$ cat config.mk
export PLATFORM = sky130hd
export DESIGN_NAME = mul_unit_seq
export DESIGN_NICKNAME = d
export VERILOG_FILES = /design/src/rtl/riscv_m_pkg.sv /design/src/rtl/mul_unit_seq.sv
export SDC_FILE = /design/constraint.sdc
export NUM_CORES = 1
export LEC_CHECK = 0
export BUFFER_PORTS_ARGS = -buffer_cell sky130_fd_sc_hd__buf_4
export CAP_MARGIN = 20
export CELL_PAD_IN_SITES_DETAIL_PLACEMENT = 1
export CELL_PAD_IN_SITES_GLOBAL_PLACEMENT = 1
export CORE_ASPECT_RATIO = 0.9
export CORE_MARGIN = 1.5
export CORE_UTILIZATION = 35
export CTS_BUF_LIST = sky130_fd_sc_hd__clkbuf_4 sky130_fd_sc_hd__clkbuf_8
export DETAILED_ROUTE_END_ITERATION = 10
export GPL_TIMING_DRIVEN = 0
export HOLD_SLACK_MARGIN = 0.08
export PLACE_DENSITY = 0.71
export REMOVE_ABC_BUFFERS = 1
export SYNTH_ARGS = -nofsm -noshare
export SYNTH_HDL_FRONTEND = slang
export SYNTH_SLANG_ARGS = --single-unit
$ cat constraint.sdc
create_clock -name clk -period 3.25 [get_ports clk]
set_input_delay 0.4875 -clock clk [delete_from_list [all_inputs] [get_ports clk]]
set_output_delay 0.4875 -clock clk [all_outputs]
set_load 0.1 [all_outputs]
$ cat src/rtl/riscv_m_pkg.sv
// Shared RV32M encodings for the multi-cycle multiply/divide units in execute.
// The divider reuses this package for its DIV/DIVU/REM/REMU codes.
package riscv_m_pkg;

  // funct3[1:0] of the M-extension multiply group
  typedef enum logic [1:0] {
    MUL_OP_MUL    = 2'b00,
    MUL_OP_MULH   = 2'b01,
    MUL_OP_MULHSU = 2'b10,
    MUL_OP_MULHU  = 2'b11
  } mul_op_e;

  typedef enum logic [1:0] {
    IDLE = 2'b00,
    RUN  = 2'b01,
    FIX  = 2'b10
  } mul_state_e;

endpackage

$ cat src/rtl/mul_unit_seq.sv
// Radix-2 shift-add RV32M multiplier: magnitudes are multiplied unsigned over
// XLEN cycles, then the sign is restored in a single FIX cycle.
module mul_unit_seq
  import riscv_m_pkg::*;
#(
  parameter int XLEN = 32
) (
  input  logic            clk,
  input  logic            rst_n,
  input  logic            start,
  input  logic [1:0]      op,
  input  logic [XLEN-1:0] rs1,
  input  logic [XLEN-1:0] rs2,
  input  logic            flush,
  output logic            busy,
  output logic            result_valid,
  output logic [XLEN-1:0] result
);

  localparam int CW = $clog2(XLEN) + 1;

  mul_state_e          state_q, state_d;
  mul_op_e             op_q, op_d;
  logic [2*XLEN-1:0]   mcand_q, mcand_d;
  logic [2*XLEN-1:0]   acc_q, acc_d;
  logic [XLEN-1:0]     mplier_q, mplier_d;
  logic [XLEN-1:0]     result_q, result_d;
  logic [CW-1:0]       count_q, count_d;
  logic                neg_q, neg_d;
  logic                result_valid_q, result_valid_d;

  logic                rs1_neg, rs2_neg;
  logic [XLEN-1:0]     rs1_abs, rs2_abs;
  logic [2*XLEN-1:0]   product;

  // State register
  always_ff @(posedge clk or negedge rst_n) begin
    if (!rst_n) state_q <= IDLE;
    else        state_q <= state_d;
  end

  // Next-state logic
  always_comb begin
    state_d = state_q;
    unique case (state_q)
      IDLE:    if (start && !flush) state_d = RUN;
      RUN:     if (flush) state_d = IDLE;
               else if (count_q == CW'(XLEN - 1)) state_d = FIX;
      FIX:     state_d = IDLE;
      default: state_d = IDLE;
    endcase
  end

  // Output logic
  always_comb begin
    busy         = (state_q == RUN) || (state_q == FIX);
    result_valid = result_valid_q;
    result       = result_q;
  end

  // Datapath
  always_comb begin
    rs1_neg = ((op == MUL_OP_MULH) || (op == MUL_OP_MULHSU)) && rs1[XLEN-1];
    rs2_neg = (op == MUL_OP_MULH) && rs2[XLEN-1];
    // abs of the most negative value wraps to itself, which is the correct magnitude unsigned
    rs1_abs = rs1_neg ? -rs1 : rs1;
    rs2_abs = rs2_neg ? -rs2 : rs2;
    product = neg_q ? -acc_q : acc_q;

    op_d           = op_q;
    mcand_d        = mcand_q;
    acc_d          = acc_q;
    mplier_d       = mplier_q;
    count_d        = count_q;
    neg_d          = neg_q;
    result_d       = result_q;
    result_valid_d = 1'b0;

    unique case (state_q)
      IDLE: begin
        if (start && !flush) begin
          op_d     = mul_op_e'(op);
          mcand_d  = {{XLEN{1'b0}}, rs1_abs};
          mplier_d = rs2_abs;
          acc_d    = '0;
          count_d  = '0;
          neg_d    = rs1_neg ^ rs2_neg;
        end
      end
      RUN: begin
        if (!flush) begin
          if (mplier_q[0]) acc_d = acc_q + mcand_q;
          mcand_d  = mcand_q << 1;
          mplier_d = mplier_q >> 1;
          count_d  = count_q + CW'(1);
        end
      end
      FIX: begin
        if (!flush) begin
          result_d       = (op_q == MUL_OP_MUL) ? product[XLEN-1:0] : product[2*XLEN-1:XLEN];
          result_valid_d = 1'b1;
        end
      end
      default: ;
    endcase
  end

  always_ff @(posedge clk or negedge rst_n) begin
    if (!rst_n) begin
      op_q           <= MUL_OP_MUL;
      mcand_q        <= '0;
      acc_q          <= '0;
      mplier_q       <= '0;
      count_q        <= '0;
      neg_q          <= 1'b0;
      result_q       <= '0;
      result_valid_q <= 1'b0;
    end else begin
      op_q           <= op_d;
      mcand_q        <= mcand_d;
      acc_q          <= acc_d;
      mplier_q       <= mplier_d;
      count_q        <= count_d;
      neg_q          <= neg_d;
      result_q       <= result_d;
      result_valid_q <= result_valid_d;
    end
  end

endmodule

==> flow_metrics.py <==
metrics = {
    "outcome": {
        "status": "finished with violations",
        "failed_checks": "setup timing",
    },
    "yosys": {
        "ys_seq_elements": 204,
        "yosysMostFrequentCell": "nand2_1",
        "syn_inst": 1784,
        "ys_async_sr_fraction_pct": 100,
        "synthFlopType": "dfrtp_1",
        "ys_seq_area_share_pct": 35.1,
        "synth-warning-count": 0,
        "synth.largest_area_cell": "dfrtp_1",
        "yosys.area.top_type_share_pct": 35.1,
        "synth_cell_type_count": 76,
        "avgSynthCellArea_um2": 8.15,
        "synthTopCellsByCount": "256 x nand2_1, 225 x o21ai_0, 204 x dfrtp_1, 175 x a21oi_1, 136 x nor2_1",
        "syn_area_um2": 14500,
        "yosys-top-cells-area": "dfrtp_1 35%, o21ai_0 7.7%, nand2_1 6.6%",
        "synth-edff-count": 0,
    },
    "drt": {
        "dr.pass1.iters": 6,
        "first_iter_violations": 845,
        "drt_wl_total_um": 48000,
        "drc_errors": 0,
        "ant_nets": 0,
        "wl_per_cell_um": 19.5,
        "via_per_inst": 5.63,
        "vias": 13900,
    },
    "clock_tree": {
        "h-tree-depth": 2,
        "clk_path_buf_depth": 3,
        "cts_root_buf": "clkbuf_8",
        "cts_tree": "yes",
        "clk_latency_ns": 0.61,
        "clock-sinks": 204,
        "cts_buffers": 40,
        "path_clk_slew_ns": 0.06,
    },
    "global_routing": {
        "grt_max_degree": 105,
        "grt.overflow.total": 0,
        "grt_pass1_wl_um": 76100,
        "track_usage_pct": 22.2,
        "grt_pass1_vias": 13800,
        "antenna_found_initial": 0,
    },
    "sta": {
        "fin_setup_tns_ns": -8.02,
        "max_freq_mhz": 274,
        "post-route-period-util_pct": 112,
        "finalClockSkew_ns": 0.0275,
        "slew_headroom_pct": 35.4,
        "worst_pin_slew_ns": 0.969,
        "fin_crit_ns": 3.65,
        "worst_slack_ns": -0.404,
        "slew_violations": 0,
        "rsz0062_at_grt": "true",
        "hold_violations": 0,
        "holdWs_ns": 0.168,
        "finalSetupViolations": 33,
    },
    "floorplanning": {
        "die_area_um2": 42800,
        "boundaryPins": 104,
        "rows": 70,
        "die_w_um": 218,
        "start_util_pct": 35.6,
        "core_area_um2": 40800,
        "chipHeight_um": 196,
    },
    "cells_and_area": {
        "area_delta_synth_final_pct": 25.5,
        "drive_above_1_share_pct": 21.6,
        "fin_nets": 2041,
        "fin_util_pct": 44.7,
    },
    "critical_path": {
        "required_ns": 3.67,
        "cp_max_fo": 3,
        "cp_data_arrival_time_ns": 4.08,
        "timing.setup.critical_path_class": "flip-flop to flip-flop",
        "start_kind": "flip-flop",
        "worstReg2RegStart": "acc_q[12]$_DFFE_PN0P_",
        "end_kind": "flip-flop",
        "startpoint": "acc_q[12]$_DFFE_PN0P_",
    },
    "power_and_ir_drop": {
        "ir_drop_uv": 672,
        "p_per_area_nw_per_um2": 944,
        "p_leak_nw": 8.00,
    },
    "placement": {
        "dp_hpwl_um": 34200,
        "place.gp.congestion": 0.880,
        "pre_cts_ws_ns": -1.07,
        "numPortBuffers": 103,
    },
    "hold_path": {
        "hold_class": "input pin to flip-flop",
        "min_from": "rs2[31]",
    },
    "flow_run": {
        "max_cap_viol_count": 0,
    },
}
stage by stage:
step,total power (W),std cells,area [µm²]
detailed placement,0.0110,2336,15900
global placement,0.0106,2325,15600
CTS,0.0159,2440,17600
finish,0.0172,2465,18200
global route,0.0183,2464,18200
floorplan,0.00880,1682,14100
state kept, by name, indices dropped and copies added (netlist names):
| signal | flops |
|---|---|
| acc_q | 64 |
| mcand_q | 64 |
| mplier_q | 32 |
| result | 32 |
| count_q | 6 |
| op_q | 2 |
| state_q | 2 |
| neg_q | 1 |
| result_valid | 1 |
layout by cell type (no fill, tap or decap), types with 24 or more instances in the layout:
cell / n
nand2_1: 246
o21ai_0: 195
dfrtp_1: 182
a21oi_1: 156
buf_4: 152
nor2_1: 128
xor2_1: 102
xnor2_1: 63
clkbuf_8: 49
a21o_1: 48
ha_1: 45
a22o_1: 38
or3_1: 27
inv_1: 25
nand4_1: 24
nor3_1: 24
cell families after synthesis:
kind of cell / count (synthesis) / share of synthesized area [%]
and+or+nand+nor: 589 / 18.8
adders and majority gates: 72 / 6.25
DFF: 204 / 35.1
xor gates and xnor gates: 170 / 10.2
buffers and inverters: 129 / 3.33
muxes: 6 / 0.508
AOI/OAI and AO/OA: 614 / 25.7
worst paths after layout:
kind / end / slack (ns) / depth (start not counted)
setup / recovery: result[0]$_DFFE_PN0P_ / -0.40 / 10
hold / removal: mplier_q[31]$_DFFE_PN0P_ / 0.17 / 2
setup reg to reg: result[0]$_DFFE_PN0P_ / -0.40 / 10
hold reg to reg: result[13]$_DFFE_PN0P_ / 0.48 / 2
max in group asynchronous: neg_q$_DFFE_PN0P_ / 1.69 / 3
min in group asynchronous: mcand_q[61]$_DFFE_PN0P_ / 0.50 / 2
worst max-delay path: stages, from the launching register on:
cell and delay (ns):
dfrtp_2 0.41, or4_4 0.52, or4b_4 0.50, or4b_4 0.60, nor4_4 0.27, buf_4 0.20, nand2_4 0.06, or3_4 0.38
o31ai_4 0.21, xor2_1 0.20, o221ai_1 0.14
layer usage:
layer | global-route usage (%) | part of all wire [%] | up-vias
met1 | 30.8 | 47 | 6870
met4 | 7.43 | 2.5 | 0
li1 | - | - | 6632
met3 | 3.72 | 5.1 | 72
met2 | 34.9 | 46 | 297
met5 | 0 | 0 | -
report_power, final:
part           internal [W]  total, W  switching, W
registers           0.00317   0.00405      0.000883
logic               0.00439    0.0102       0.00580
clock network       0.00178   0.00297       0.00119
total               0.00933    0.0172       0.00788
repair_timing:
| action | 4_1_cts | 5_1_grt |
|---|---|---|
| resized for setup | 138 | 98 |
| hold buffers | 1 | 0 |
| endpoints found under the setup margin | 61 | 53 |
| buffers inserted | 36 | 27 |
| endpoints found under the hold margin | 100 | 0 |
| pin swaps | 49 | 51 |
cell type report:
cell class | count | area, µm²
Antenna cell | 1 | 2.50
Clock buffer | 58 | 742
Clock inverter | 9 | 149
Fill cell | 4802 | 22600
Inverter | 27 | 105
Multi-Input combinational cell | 1451 | 9920
Sequential cell | 204 | 5130
Tap cell | 540 | 676
Timing Repair Buffer | 175 | 1510
Note: power is estimated with default switching activity, not from simulation.
